<file path="config.mk">
export PLATFORM = sky130hd
export DESIGN_NAME = run_ctrl
export DESIGN_NICKNAME = d
export VERILOG_FILES = /design/src/rtl/run_ctrl.sv
export SDC_FILE = /design/constraint.sdc
export NUM_CORES = 1
export LEC_CHECK = 0
export BUFFER_PORTS_ARGS = -buffer_cell sky130_fd_sc_hd__clkbuf_2
export CAP_MARGIN = 15
export CORE_MARGIN = 8
export CORE_UTILIZATION = 50
export DETAILED_ROUTE_END_ITERATION = 16
export PLACE_DENSITY = 0.81
export SYNTH_ARGS = -nofsm -noshare
export SYNTH_HDL_FRONTEND = slang
export SYNTH_SLANG_ARGS = --single-unit
</file>
<file path="constraint.sdc">
create_clock -name clk -period 3.4 [get_ports clk]
set_input_delay 0.68 -clock clk [delete_from_list [all_inputs] [get_ports clk]]
set_output_delay 0.68 -clock clk [all_outputs]
set_load 0.05 [all_outputs]
</file>
<file path="src/rtl/run_ctrl.sv">
// Run controller: sequences core reset/enable, enforces a cycle budget, and handles stop/step/resume.
// Define RUN_CTRL_BP_EN to build the PC breakpoint comparators and the post-resume breakpoint mask.
module run_ctrl #(
    parameter int PC_W       = 32,
    parameter int CNT_W      = 32,
    parameter int RST_CYCLES = 2,
    parameter int NUM_BP     = 2
) (
    input  logic                   clk,
    input  logic                   rst_n,
    input  logic                   start,
    input  logic                   stop,
    input  logic                   resume,
    input  logic                   step,
    input  logic [CNT_W-1:0]       budget,
    input  logic [PC_W-1:0]        pc,
    input  logic [NUM_BP*PC_W-1:0] bp_addr,
    input  logic [NUM_BP-1:0]      bp_valid,
    output logic                   core_rst_n,
    output logic                   core_en,
    output logic [CNT_W-1:0]       cycle_cnt,
    output logic                   done,
    output logic [1:0]             halt_cause,
    output logic [2:0]             state_o
);

    localparam int RST_W = $clog2(RST_CYCLES + 1);

    typedef enum logic [2:0] {
        IDLE = 3'd0,
        CRST = 3'd1,
        RUN  = 3'd2,
        STEP = 3'd3,
        HALT = 3'd4
    } state_t;

    state_t           state, state_nxt;
    logic [RST_W-1:0] rst_cnt;
    logic [CNT_W-1:0] budget_q;
    logic [CNT_W-1:0] cnt_inc;
    logic [1:0]       cause_nxt;
    logic             bp_hit;
    logic             budget_hit;
    logic             start_go;

    assign cnt_inc    = (&cycle_cnt) ? cycle_cnt : cycle_cnt + CNT_W'(1);
    assign budget_hit = (budget_q != '0) && (cnt_inc == budget_q);
    assign start_go   = (state_nxt == CRST) && (state != CRST);

`ifdef RUN_CTRL_BP_EN
    logic resume_mask;
    logic bp_match;

    always_comb begin
        bp_match = 1'b0;
        for (int i = 0; i < NUM_BP; i++) begin
            if (bp_valid[i] && (pc == bp_addr[i*PC_W +: PC_W])) begin
                bp_match = 1'b1;
            end
        end
    end

    // Masking the first cycle after resume lets the core execute the breakpoint instruction.
    assign bp_hit = bp_match && !resume_mask;

    always_ff @(posedge clk or negedge rst_n) begin
        if (!rst_n) begin
            resume_mask <= 1'b0;
        end else begin
            resume_mask <= (state == HALT) && (state_nxt == RUN);
        end
    end
`else
    logic unused_bp;
    assign unused_bp = ^{pc, bp_addr, bp_valid};
    assign bp_hit    = 1'b0;
`endif

    always_ff @(posedge clk or negedge rst_n) begin
        if (!rst_n) begin
            state <= IDLE;
        end else begin
            state <= state_nxt;
        end
    end

    always_comb begin
        state_nxt = state;
        cause_nxt = halt_cause;
        case (state)
            IDLE: begin
                if (start) begin
                    state_nxt = CRST;
                    cause_nxt = 2'd0;
                end
            end
            CRST: begin
                if (rst_cnt == '0) begin
                    state_nxt = RUN;
                end
            end
            RUN: begin
                if (start) begin
                    state_nxt = CRST;
                    cause_nxt = 2'd0;
                end else if (stop) begin
                    state_nxt = HALT;
                    cause_nxt = 2'd2;
                end else if (bp_hit) begin
                    state_nxt = HALT;
                    cause_nxt = 2'd3;
                end else if (budget_hit) begin
                    state_nxt = HALT;
                    cause_nxt = 2'd1;
                end
            end
            STEP: begin
                state_nxt = HALT;
                cause_nxt = budget_hit ? 2'd1 : 2'd0;
            end
            HALT: begin
                // An exhausted budget cannot be resumed; only a new start or a step leaves HALT.
                if (start) begin
                    state_nxt = CRST;
                    cause_nxt = 2'd0;
                end else if (resume && (halt_cause != 2'd1)) begin
                    state_nxt = RUN;
                end else if (step) begin
                    state_nxt = STEP;
                end
            end
            default: begin
                state_nxt = IDLE;
            end
        endcase
    end

    always_comb begin
        core_en    = ((state == RUN) && !stop && !bp_hit) || (state == STEP);
        core_rst_n = (state != IDLE) && (state != CRST);
        done       = (state == HALT);
        state_o    = state;
    end

    always_ff @(posedge clk or negedge rst_n) begin
        if (!rst_n) begin
            budget_q   <= '0;
            cycle_cnt  <= '0;
            rst_cnt    <= '0;
            halt_cause <= 2'd0;
        end else begin
            halt_cause <= cause_nxt;
            if (start_go) begin
                budget_q  <= budget;
                cycle_cnt <= '0;
                rst_cnt   <= RST_W'(RST_CYCLES - 1);
            end else begin
                if ((state == CRST) && (rst_cnt != '0)) begin
                    rst_cnt <= rst_cnt - RST_W'(1);
                end
                if (core_en) begin
                    cycle_cnt <= cnt_inc;
                end
            end
        end
    end

endmodule

</file>
# == Word-level counts from Yosys, hierarchy flattened ==
# Index checks and enable logic that the tools add are counted.
# op_classes
reduce_logical,19
addsub,2
eq_ne,10
mux,20
# ops
operator,n
$mux W32,3
$add A32 B1 Y32 const B,1
$eq A32 B32 Y1,1
$reduce_and A32 Y1,1
$reduce_bool A32 Y1,1
$mux W3,8
$pmux W3 S5,1
$mux W2,6
$eq A3 B1 Y1 const B,2
$eq A3 B2 Y1 const B,2
$logic_and A1 B1 Y1,6
$pmux W2 S3,1
$reduce_bool A2 Y1,3
$reduce_bool A3 Y1,2
$ne A2 B1 Y1 const B,2
$ne A4 B4 Y1 const B,1
$eq A3 B3 Y1 const B,1
$logic_not A3 Y1,1
$ne A3 B1 Y1 const B,1
$reduce_and A3 Y1,1
$logic_not A2 Y1,1
$reduce_or A2 Y1,1
$sub A2 B1 Y2 const B,1
$logic_not A1 Y1,1
2 further kinds,2
# word_totals
output_inout_bits,40
inputBits,136
elab_cells,56
register_bits,71

# == Logic depth before layout (Yosys ltp) ==
# depth
ltp_word,11
depth_mapped,12
ltp_nobuf,10

# == Worst setup path before layout ==
# OpenSTA, ideal clock, no wires.
# synth_timing
kind,register to register
start,register cycle_cnt[0]
end,"register state[1], in the netlist state_o[1]"
period_less_slack_ns,3.407
setup_slack_ns,-0.007
path_buffers,1
t_required_ns,3.280
setup_ns,0.120
t_arrival_ns,3.287
stages_incl_launch_ff,12
cell_sequence,dfrtp_1 -> ha_1 -> nand4_4 -> or4_1 -> nor3_2 -> buf_2 -> nand2_1 -> a21boi_0 -> o2111ai_1 -> nor4_1 -> nand4_1 -> a31o_2
# synth_via
elab_chain_len,8
word_cells_on_any_way,9
classes_between,1 x add/sub; 1 x eq/ne; 5 x mux; 2 x reduce/logical
# synth_lines
element,line,rtl
from (decl),21,"output logic [CNT_W-1:0] cycle_cnt,"
from (signal assigned),162,cycle_cnt <= cnt_inc;
$add A32 B1 Y32 or $reduce_and A32 Y1 (tied branches),46,assign cnt_inc = (&cycle_cnt) ? cycle_cnt : cycle_cnt + CNT_W'(1);
$mux W32 (*),46,
$eq A32 B32 Y1 (*),47,assign budget_hit = (budget_q != '0) && (cnt_inc == budget_q);
$logic_and A1 B1 Y1 (*),47,
$mux W3 (*),112,end else if (budget_hit) begin
$mux W3 (*),106,end else if (stop) begin
$mux W3 (*),103,if (start) begin
$pmux W3 S5 (*),90,case (state)
via state_nxt[1],37,"state_t state, state_nxt;"
to (signal assigned),83,state <= state_nxt;
to (decl),37,
# The timed path passes the listed nets; every way through them passes the cells marked *.
# A chain may end at the register's enable or synchronous reset.

# == Final worst setup path ==
# Same ends and word-level chain as after synthesis.

==> results <==
- The routed wire length is roughly 13,000 um.
- The area of the core region is between 9000 and 10,000 um^2.
- The first routing iteration left around 370 violations.
- The number of endpoints with negative hold slack in the final report is 0.
- The max capacitance violation total is 0.
- The finished layout holds a little over 700 standard cells, fillers aside.
- The synthesized netlist devotes 0.538% of its cell area to adder and majority cells.
- After detailed routing, the number of vias per cell comes to 6.01.
- The net count of the finished layout is between 700 and 800.
- The number of placed instances with taps included is just over 700.
- The actual transition at the worst max-transition pin is between 0.7 and 0.8 ns.
- The start point of the critical path is cycle_cnt[0].
- The proportion of layout cells with a drive suffix above 1 is around 31%.
- The routed layout has between 4,000 and 5,000 vias.
- The detailed-router iteration count before antenna repair is 5.
- For this design, the slowest cell found on the critical path is sky130_fd_sc_hd__or4_1.
- The synthesized netlist devotes 10.7% of its cell area to compound gates.
- The largest buffer count on any clock path is 2.
- In the post-synthesis netlist, the biggest area contributors are sky130_fd_sc_hd__dfrtp_1, sky130_fd_sc_hd__mux2_2, sky130_fd_sc_hd__xor2_1.
- Setup repair after global routing left no endpoint under its margin.
- Across all register-to-register paths, the minimum setup slack is around 0.19 ns.
- The worst path meets setup with between 0.15 and 0.2 ns of slack.
- Once detail routing completed, the nets flagged for antenna violations numbered 0.
- The pre-CTS worst setup slack is 0.225 ns.
- The mux share of post-synthesis cell area is 9.31%.
- The area fraction of the dominant cell type after synthesis is a little under two fifths.
- The most numerous cell in the Yosys netlist is sky130_fd_sc_hd__dfrtp_1.
- The number of buffers created by CTS is 9.
- Sorting the synthesized cells by how often they occur yields sky130_fd_sc_hd__dfrtp_1, sky130_fd_sc_hd__nor2_1, sky130_fd_sc_hd__xor2_1, sky130_fd_sc_hd__nand2_1, sky130_fd_sc_hd__mux2_2.
- In the routed design, unresolved DRC markers number 0.
- Clock tree synthesis selected as its root buffer the cell sky130_fd_sc_hd__clkbuf_8.
- Hold is met by 0.369 ns.
- The CTS tree is done.
- After Yosys synthesis, and, or, nand and nor cells account for between 20% and 30% of the synthesized area.
- STA classifies the critical path startpoint as a register.
- Data on the critical path arrives at its endpoint at roughly 3.5 ns.
- The number of standard cells after synthesis is between 400 and 500.
- The kind of end point of the critical path is a register.
- Entering global routing, the biggest net connects between 40 and 50 pins.
- The final worst-path cycle share is between 90 and 100%.
- The number of cells on the worst reg-to-reg path is 12.
- The number of top-level pins is between 150 and 200.
- Buffers placed on the I/O ports in this run total between 70 and 80.
- The signal on the critical path passes through ha_1 > nand4_4 > or4_1 > nor3_2 > buf_4 > nor2_1 > o32ai_1 > buf_4 > nand4_1 > nor4_1 > nand4_1 > a31o_2.
- The via count of the first global-routing pass came to around 4,400.
- The wire length of the first global-routing pass is roughly 22,000 um.
- After clock tree synthesis, the flow added hold-fix buffers numbering 0.
- The effective utilization at floorplan is between 50% and 60%.
- The final weighted congestion in routability-driven placement is 0.961.
- The total routing usage reported by global routing is a little over a fifth.
- The leakage dissipation is between 0.002 and 0.003 uW.
- The maximum clock skew at final layout is about 0.009 ns.
- Sequential elements use a little under two fifths of the synthesized area.
- From left edge to right edge, the die measures around 110 um.
- The power density over the cells is about 680 nW/um^2.
- The area growth from synthesis to layout is 22.2%.
- The final count of pins violating max slew is 0.
- The count of cell types in the netlist is 63.
- Of the total synthesized cell area, the portion taken by XOR and XNOR cells is between 10% and 20%.
- The launch point of the worst reg-to-reg path is cycle_cnt[0].
- The total overflow reported by the global router is 0.
- Of all flip-flops after synthesis, the portion carrying an async set or reset was 100%.
- The cell area after synthesis is roughly 4600 um^2.
- The filler cells instantiated in the layout total 787.
- The half-perimeter wire length of the detailed placement result is about 10,000 um.
- After clock tree synthesis, the repair step resized 0 gates.
- The critical register-to-register path endpoint is state_o[1].
- The kind of path behind the tightest hold check is primary input to asynchronous set/reset pin.
- The largest total area in the synthesized netlist belongs to sky130_fd_sc_hd__dfrtp_1.
- The worst-case IR drop observed on VDD is ~0.40 mV.
- The worst path needs 3.21 ns of the cycle, external delays included.
- The net count after synthesis is 636.
- Of all nets on the critical path, the largest fanout is 7.
- The critical path class is register to register.
- The headroom to the max-slew limit is a little over half.
- In the synthesized netlist the dominant register cell turns out to be sky130_fd_sc_hd__dfrtp_1.
- CTS built an H-tree with a depth of 3.
- The combinational family with the most area after synthesis is simple AND/OR/NAND/NOR gates.
- The initial antenna violation count is 0.
- The die covers about 13,000 um^2.
- Buffers added to address setup during post-CTS repair amount to 0.
- The number of enable flip-flop cells after synthesis is 0.
- The clock net in this run drives a total of between 70 and 80 sinks.
- Yosys printed 0 warnings.
- 0 antenna diodes ended up in the layout.
- The upper clock frequency limit is between 300 and 400 MHz.
- The overall power after layout is 3840 uW.
- The flow ran to the end, and the final reports show no timing, DRC or antenna violations.
- Dividing the synthesized area by the synthesized cell count gives between 9 and 10 um^2.
- The final setup violation count is 0.
- The clock latency on the worst-skew pair is 0.36 ns.
- In this design, the stage delay of the slowest critical-path cell is just over 0.6 ns.
- The capture point of the worst path is state_o[1].
- The clock slew at the register clock pins of the worst setup and hold paths is roughly 0.08 ns.
- In this run, synthesis produced a sequential element count of 71.
- Adding up every negative setup slack in the final design gives 0 ns.
- STA puts the critical path data required time at about 3.6 ns.
- The vertical die dimension is around 110 um.
- After detailed routing, the average wire length per cell comes to roughly 18 um.
- The cell row count is 35.
-- metrics by stage --
stage / area [um^2] / util, %
finish: 5680 / 62.4
global route: 5680 / 62.4
CTS: 5680 / 62.4
detailed placement: 5430 / 59.6
global placement: 5430 / 59.6
floorplan: 4650 / -
-- critical path, delay by kind of cell, from the launching register on --
kind | cells | cell delay, ns
AOI/OAI and AO/OA | 2 | 0.50
adders and majority gates | 1 | 0.28
buffers and inverters | 2 | 0.36
DFF | 1 | 0.37
and+or+nand+nor | 7 | 1.60
-- sequential cells by signal, indices dropped and copies added (netlist names) --
register and flops:
budget_q 32, cycle_cnt 32, halt_cause 2, rst_cnt 2, state_o 3
-- cells in the final DEF (no fill, tap or decap), drive strengths merged, types with 6 or more instances in the layout --
cell type / instances
clkbuf: 87
dfrtp: 71
nor2: 56
buf: 47
xor2: 41
nand2: 38
mux2: 34
xnor2: 30
o21ai: 19
nand4: 18
nor3: 17
nand3: 17
nor4: 17
or3: 10
a21oi: 10
inv: 9
and3: 9
a31oi: 6
a211oi: 6
-- kinds of logic (layout without fill, tap and decap cells) --
| logic type | count (synthesis) | after routing |
|---|---|---|
| AND/OR/NAND/NOR | 207 | 207 |
| adder cells (fa/ha/maj) | 2 | 2 |
| buffers and inverters | 36 | 148 |
| AO/OA/AOI/OAI | 72 | 72 |
| flip-flops | 71 | 71 |
| XOR/XNOR | 71 | 71 |
| multiplexers | 39 | 39 |
-- layer usage --
metal	global-route usage, %	wire length [um]	up-vias
li1	-	-	2018
met1	26.9	5750	2106
met2	33.8	6200	180
met3	4.99	825	31
met4	8.63	329	0
met5	0	0	-
-- how the worst min path moves through the flow --
| stage | startpoint | endpoint | slack [ns] | cells after the start |
|---|---|---|---|---|
| detailed placement | rst_cnt[0] | rst_cnt[0] | 0.53 | 2 |
| global placement | rst_cnt[0] | rst_cnt[0] | 0.51 | 2 |
| CTS | rst_n | budget_q[9] | 0.39 | 1 |
| finish | rst_n | budget_q[10] | 0.37 | 1 |
| global route | rst_n | budget_q[9] | 0.43 | 1 |
| floorplan | rst_n | budget_q[0] | 0.38 | 0 |
-- power breakdown --
part | switching [uW] | internal [uW]
Clock | 327 | 527
Sequential | 324 | 1090
Combinational | 873 | 704
Total | 1520 | 2320
-- final cells by class --
type                       instances  area [um^2]  share of cell area (%)
clock buffer                      11          151                    2.66
clock inverter                     5          104                    1.83
inverter                           9         33.8                   0.595
multi-input combinational        391         2730                    48.1
sequential                        71         1780                    31.3
tap                              111          139                    2.44
timing repair buffer             123          743                    13.1
Power figures use the tool's default switching activity.
